**config.mk**
```make
export PLATFORM = sky130hd
export DESIGN_NAME = bcd_serial_collector
export DESIGN_NICKNAME = d
export VERILOG_FILES = /design/src/rtl/bcd_collector_pkg.sv /design/src/rtl/bcd_digit_fifo.sv /design/src/rtl/bcd_serial_collector.sv
export SDC_FILE = /design/constraint.sdc
export NUM_CORES = 1
export LEC_CHECK = 0
export CAP_MARGIN = 20
export CORE_ASPECT_RATIO = 0.6
export CORE_MARGIN = 5
export CORE_UTILIZATION = 45
export CTS_CLUSTER_DIAMETER = 200
export DETAILED_ROUTE_END_ITERATION = 16
export DONT_BUFFER_PORTS = 1
export HOLD_SLACK_MARGIN = 0.1
export PLACE_DENSITY = 0.66
export SETUP_SLACK_MARGIN = 0.3
export SYNTH_ARGS = -nofsm -noshare
export SYNTH_HDL_FRONTEND = slang
export SYNTH_SLANG_ARGS = --single-unit
```
**constraint.sdc**
```tcl
create_clock -name Clk -period 2.55 [get_ports Clk]
set_clock_uncertainty 0.1 [all_clocks]
set_input_delay 0.1275 -clock Clk [delete_from_list [all_inputs] [get_ports Clk]]
set_output_delay 0.1275 -clock Clk [all_outputs]
set_load 0.01 [all_outputs]
```
**src/rtl/bcd_collector_pkg.sv**
```systemverilog
// Shared types and constants for the serial BCD digit collector.
// Holds the collector state encoding and digit-width constants.
// Imported by the top level and the digit FIFO.
package bcd_collector_pkg;

   localparam int DIGIT_W = 4;
   localparam logic [DIGIT_W-1:0] BCD_MAX = 4'd9;

   typedef enum logic [1:0] {
      IDLE = 2'd0,
      B1   = 2'd1,
      B2   = 2'd2,
      B3   = 2'd3
   } coll_state_e;

endpackage

```
**src/rtl/bcd_digit_fifo.sv**
```systemverilog
// Small digit FIFO: DEPTH entries, pointers wrap modulo DEPTH, occupancy tracked in fill.
// Latency: a pushed digit is visible at the head the cycle after the push edge.
// Backpressure: push_rdy drops when full unless a pop happens in the same cycle.
module bcd_digit_fifo
   import bcd_collector_pkg::*;
#(
   parameter int DEPTH = 4,
   parameter int PTR_W = $clog2(DEPTH)
) (
   input  logic               clk,
   input  logic               rst,
   input  logic               push_vld,
   input  logic [DIGIT_W-1:0] push_dat,
   output logic               push_rdy,
   output logic               pop_vld,
   input  logic               pop_rdy,
   output logic [DIGIT_W-1:0] pop_dat,
   output logic [PTR_W:0]     fill
);

   localparam logic [PTR_W:0] FULL_LVL = (PTR_W+1)'(DEPTH);

   logic [DIGIT_W-1:0] mem_q [DEPTH];
   logic [DIGIT_W-1:0] mem_d [DEPTH];
   logic [PTR_W-1:0]   wr_ptr_q, wr_ptr_d;
   logic [PTR_W-1:0]   rd_ptr_q, rd_ptr_d;
   logic [PTR_W:0]     fill_q, fill_d;
   logic               pop_fire;
   logic               push_fire;

   // Pop only when non-empty; a pop in the same cycle frees a slot for a push into a full FIFO.
   always_comb begin
      pop_fire  = (fill_q != '0) && pop_rdy;
      push_rdy  = (fill_q < FULL_LVL) || pop_fire;
      push_fire = push_vld && push_rdy;

      mem_d    = mem_q;
      wr_ptr_d = wr_ptr_q;
      rd_ptr_d = rd_ptr_q;
      fill_d   = fill_q;

      if (push_fire) begin
         mem_d[wr_ptr_q] = push_dat;
         wr_ptr_d        = wr_ptr_q + PTR_W'(1);
      end
      if (pop_fire) begin
         rd_ptr_d = rd_ptr_q + PTR_W'(1);
      end
      case ({push_fire, pop_fire})
         2'b10:   fill_d = fill_q + (PTR_W+1)'(1);
         2'b01:   fill_d = fill_q - (PTR_W+1)'(1);
         default: fill_d = fill_q;
      endcase
   end

   // Storage is cleared on reset so the head reads as zero afterwards.
   always_ff @(posedge clk) begin
      if (rst) begin
         for (int i = 0; i < DEPTH; i++) mem_q[i] <= '0;
         wr_ptr_q <= '0;
         rd_ptr_q <= '0;
         fill_q   <= '0;
      end else begin
         mem_q    <= mem_d;
         wr_ptr_q <= wr_ptr_d;
         rd_ptr_q <= rd_ptr_d;
         fill_q   <= fill_d;
      end
   end

   assign pop_vld = (fill_q != '0);
   assign pop_dat = mem_q[rd_ptr_q];
   assign fill    = fill_q;

endmodule

```
**src/rtl/bcd_serial_collector.sv**
```systemverilog
// Reassembles LSB-first serial BCD bits into 4-bit digits and queues them in a digit FIFO.
// Latency: digit visible at Digit_out one cycle after its 4th bit is sampled.
// Backpressure: none on the serial side; a digit completed into a full FIFO is dropped and Overflow sticks.
// Optional build macro BCD_RANGE_CHECK_EN rejects completed codes above 9 with a Frame_err pulse.
module bcd_serial_collector
   import bcd_collector_pkg::*;
#(
   parameter int DEPTH = 4,
   parameter int PTR_W = $clog2(DEPTH)
) (
   input  logic               Clk,
   input  logic               Rst,
   input  logic               Bit_en,
   input  logic               Bit_first,
   input  logic               Z,
   output logic [DIGIT_W-1:0] Digit_out,
   output logic               Digit_valid,
   input  logic               Digit_ready,
   output logic               Frame_err,
   output logic               Overflow,
   output logic [PTR_W:0]     Fill
);

   coll_state_e        state_q, state_d;
   logic [DIGIT_W-1:0] shift_q, shift_d;
   logic               frame_err_q, frame_err_d;
   logic               overflow_q, overflow_d;
   logic               push_vld;
   logic               push_rdy;
   logic [DIGIT_W-1:0] digit_full;
   logic               complete;

   // Bit 3 of the shift register is always zero while collecting (cleared on every Bit_first),
   // so OR-ing in Z gives the finished digit in the same cycle the last bit arrives.
   assign digit_full = {shift_q[3] | Z, shift_q[2:0]};

   // Next-state, shift, push request and error flags for the collector.
   always_comb begin
      state_d     = state_q;
      shift_d     = shift_q;
      frame_err_d = 1'b0;
      overflow_d  = overflow_q;
      push_vld    = 1'b0;
      complete    = 1'b0;

      if (Bit_en) begin
         if (Bit_first) begin
            if (state_q != IDLE) frame_err_d = 1'b1;
            state_d = B1;
            shift_d = {3'b000, Z};
         end else begin
            case (state_q)
               IDLE: frame_err_d = 1'b1;
               B1: begin
                  shift_d[1] = Z;
                  state_d    = B2;
               end
               B2: begin
                  shift_d[2] = Z;
                  state_d    = B3;
               end
               B3: begin
                  shift_d[3] = Z;
                  state_d    = IDLE;
                  complete   = 1'b1;
               end
               default: state_d = IDLE;
            endcase
         end
      end

`ifdef BCD_RANGE_CHECK_EN
      if (complete) begin
         if (digit_full > BCD_MAX) frame_err_d = 1'b1;
         else                      push_vld    = 1'b1;
      end
`else
      push_vld = complete;
`endif

      if (push_vld && !push_rdy) overflow_d = 1'b1;
   end

   // Collector FSM and registered status outputs; reset wins over everything.
   always_ff @(posedge Clk) begin
      if (Rst) begin
         state_q     <= IDLE;
         shift_q     <= '0;
         frame_err_q <= 1'b0;
         overflow_q  <= 1'b0;
      end else begin
         state_q     <= state_d;
         shift_q     <= shift_d;
         frame_err_q <= frame_err_d;
         overflow_q  <= overflow_d;
      end
   end

   bcd_digit_fifo #(
      .DEPTH (DEPTH),
      .PTR_W (PTR_W)
   ) u_fifo (
      .clk      (Clk),
      .rst      (Rst),
      .push_vld (push_vld),
      .push_dat (digit_full),
      .push_rdy (push_rdy),
      .pop_vld  (Digit_valid),
      .pop_rdy  (Digit_ready),
      .pop_dat  (Digit_out),
      .fill     (Fill)
   );

   assign Frame_err = frame_err_q;
   assign Overflow  = overflow_q;

endmodule

```
==> impl_metrics.env <==
export IMPL_path_depth=9
export IMPL_grt_overflow=0
export IMPL_layout_cells_non_filler=208
export IMPL_r2r_start="state_q[1]"
export IMPL_rsz0062_at_grt="no"
export IMPL_place_inst=190
export IMPL_status="complete, no violations"
export IMPL_fin_tns_setup_ns=0
export IMPL_crit_start="state_q[1]"
export IMPL_drtIter0Drc=34
export IMPL_period_needed_ns=2.16
export IMPL_dr_pass1_iters=4
export IMPL_crit_family="simple AND/OR/NAND/NOR gates"
export IMPL_clk_latency_ns=0.28
export IMPL_ys_flop_type="dfxtp_1"
export IMPL_synth_nets=163
export IMPL_synth_most_common_cell="dfxtp_1"
export IMPL_synth_area_leaders="dfxtp_1 41%, mux2i_1 11%, nand2b_1 9.1%, mux4_2 5.9%, ha_1 4.1%"
export IMPL_tightest_slew_ns=0.390
export IMPL_wl_per_cell_microns=15.5
export IMPL_cp_max_fo=8
export IMPL_grt_max_degree=38
export IMPL_clk_pin_slew_worst_paths_ns=0.06
export IMPL_worstSetupPathType="reg -> reg"
export IMPL_cp_slowest_cell="dfxtp_4"
export IMPL_ys_warn_count=0
export IMPL_synth_common_cells="31 x dfxtp_1, 22 x nand2b_1, 16 x mux2i_1"
export IMPL_post_drt_via_cell_ratio=5.52
export IMPL_reg2reg_depth=9
export IMPL_regToRegSetupSlack_ns=0.39
export IMPL_hold_path_end="u_fifo.wr_ptr_q[1]"
export IMPL_wl_met1_microns=1560
export IMPL_ys_seq_area_frac=0.409
export IMPL_coreArea_sq_um=3240
export IMPL_core_rowCount=16
export IMPL_cts_tree="yes"
export IMPL_ctsLongestPathBuffers=2
export IMPL_end_kind="flop"
export IMPL_global_route_usage_total=0.155
export IMPL_die_area_sq_um=4670
export IMPL_dieHeight_microns=55.0
export IMPL_clock_sinks=31
export IMPL_cp_start_kind="flop"
export IMPL_netlist_instances=151
export IMPL_r2r_end="u_fifo.fill[2]"
export IMPL_avgSynthCellArea_sq_um=10.1
export IMPL_drt_wl_total_microns=3210
export IMPL_synth_edf_count=0
export IMPL_drv_cap=0
export IMPL_vdd_drop_max_v=0.000343
export IMPL_crit_buf_inv=2
export IMPL_setup_violations=0
export IMPL_synth_area_sq_um=1520
export IMPL_num_vias=1148
export IMPL_crit_required_ns=2.66
export IMPL_met2_length_microns=1460
export IMPL_final_period_utilization=0.849
export IMPL_setup_slack_ns=0.385
export IMPL_synth_async_reset_ratio=0
export IMPL_leakagePower_nw=0.693
export IMPL_fmax_mhz=462
export IMPL_start_util=0.468
export IMPL_grt_pass1_wl_microns=5570
export IMPL_p_per_area_nw_per_um2=583
export IMPL_dp_slack_ns=0.342
export IMPL_cts_buffers=5
export IMPL_hp_start="Digit_ready"
export IMPL_ios=16
export IMPL_critPathMostFrequentCell="inv_1"
export IMPL_yosys_area_top_type_share=0.409
export IMPL_top_layer="met4"
export IMPL_grt_pass1_vias=1149
export IMPL_hold_ws_ns=0.117
export IMPL_yosys_cell_types_count=37
export IMPL_met3WireLength_microns=129
export IMPL_final_antenna_net_count=0
export IMPL_maxSlewHeadroom=0.736
export IMPL_critical_path_max_stage_delay_ns=0.37
export IMPL_place_hpwl_microns=2180
export IMPL_cp_arrival_ns=2.28
export IMPL_slew_violations=0
export IMPL_final_nets=174
export IMPL_route_detailed_drc=0
export IMPL_port_buffers=0
export IMPL_gp_congestion=0.799
export IMPL_finalHoldViolCount=0
export IMPL_ys_ff_latch=31
export IMPL_antenna_cells=0
export IMPL_dieWidth_microns=85.0
export IMPL_worstHoldPathType="in -> reg"
export IMPL_drive_gt1_frac=0.147
export IMPL_final_util=0.551
export IMPL_syn2layout_area_growth_pct=17.6
export IMPL_htree_levels=2
export IMPL_root_buffer="clkbuf_8"
export IMPL_crit_chain="and4b_1 -> and2_1 -> inv_1 -> ha_2 -> inv_1 -> fa_2 -> xor2_1 -> or3_1 -> a21oi_2"
export IMPL_synth_top_area_cell="dfxtp_1"
export IMPL_worst_hold_path_num_cells=3
export IMPL_antenna_found_initial=0
## cells in the final DEF, fill, tap and decap left out, types with 4 or more instances in the layout
cell and count:
dfxtp_1 28, o21ai_0 4, nand2b_1 22, mux2i_1 16
a21oi_1 4, nand2_1 4, nand3_1 4, dlygate4sd3_1 9
inv_1 8, nor2_1 10, clkbuf_8 6, mux4_2 4
ha_1 4
## flip-flops by register name, summed over array words and instances (netlist names)
register / flops
Frame_err: 1
Overflow: 1
shift_q: 4
state_q: 2
u_fifo.fill: 3
u_fifo.mem_q: 16
u_fifo.rd_ptr_q: 2
u_fifo.wr_ptr_q: 2
## logic make-up after synthesis
kind of cell / share of synthesized area
flip-flops: 0.409
AND/OR/NAND/NOR: 0.216
AO/OA/AOI/OAI: 0.0734
multiplexers: 0.165
XOR/XNOR: 0.0289
buffers and inverters: 0.0536
adder cells (fa/ha/maj): 0.0544
## worst register-to-register path, stage by stage, from the launching register on
cell and delay [ns]:
dfxtp_4 0.37, and4b_1 0.21, and2_1 0.18, inv_1 0.06, ha_2 0.18, inv_1 0.05, fa_2 0.33, xor2_1 0.15
or3_1 0.32, a21oi_2 0.14
## metrics by stage
step                instance area, sq um  total power (W)
floorplan                           1520         0.000533
global placement                    1540         0.000528
detailed placement                  1540         0.000530
CTS                                 1750          0.00104
global route                        1790          0.00108
finish                              1790          0.00104
## worst max path at each step
stage               slack [ns]             end
floorplan                 0.34  u_fifo.fill[2]
global placement          0.40  u_fifo.fill[2]
detailed placement        0.34  u_fifo.fill[2]
CTS                       0.30  u_fifo.fill[2]
global route              0.29  u_fifo.fill[2]
finish                    0.39  u_fifo.fill[2]
## timing repair
| item | 4_1_cts | 5_1_grt |
|---|---|---|
| endpoints found under the hold margin | 31 | 0 |
| setup buffers | 0 | 0 |
| setup endpoints to repair | 0 | 1 |
| hold buffers | 9 | 0 |
| resized for setup | 0 | 7 |
## routing by layer
metal  vias up  track usage
met3         7       0.0503
met5         -            0
met1       574        0.187
li1        546            -
met4         0       0.0711
met2        21        0.256
## cell type report
| type | instances | area (sq um) |
|---|---|---|
| inverters | 8 | 30.0 |
| repair buffers | 12 | 130 |
| clock inverters | 2 | 35.0 |
| well taps | 45 | 56.3 |
| multi-input cells | 104 | 825 |
| clock buffers | 6 | 82.6 |
| fillers | 287 | 1460 |
| flip-flops and latches | 31 | 627 |
## power breakdown
| group | internal (W) | switching, W | total (W) |
|---|---|---|---|
| sequential | 0.000488 | 0.00000563 | 0.000493 |
| clock | 0.000316 | 0.000183 | 0.000499 |
| combinational | 0.0000252 | 0.0000238 | 0.0000489 |
| total | 0.000829 | 0.000213 | 0.00104 |
(Power assumes the default switching activity.)
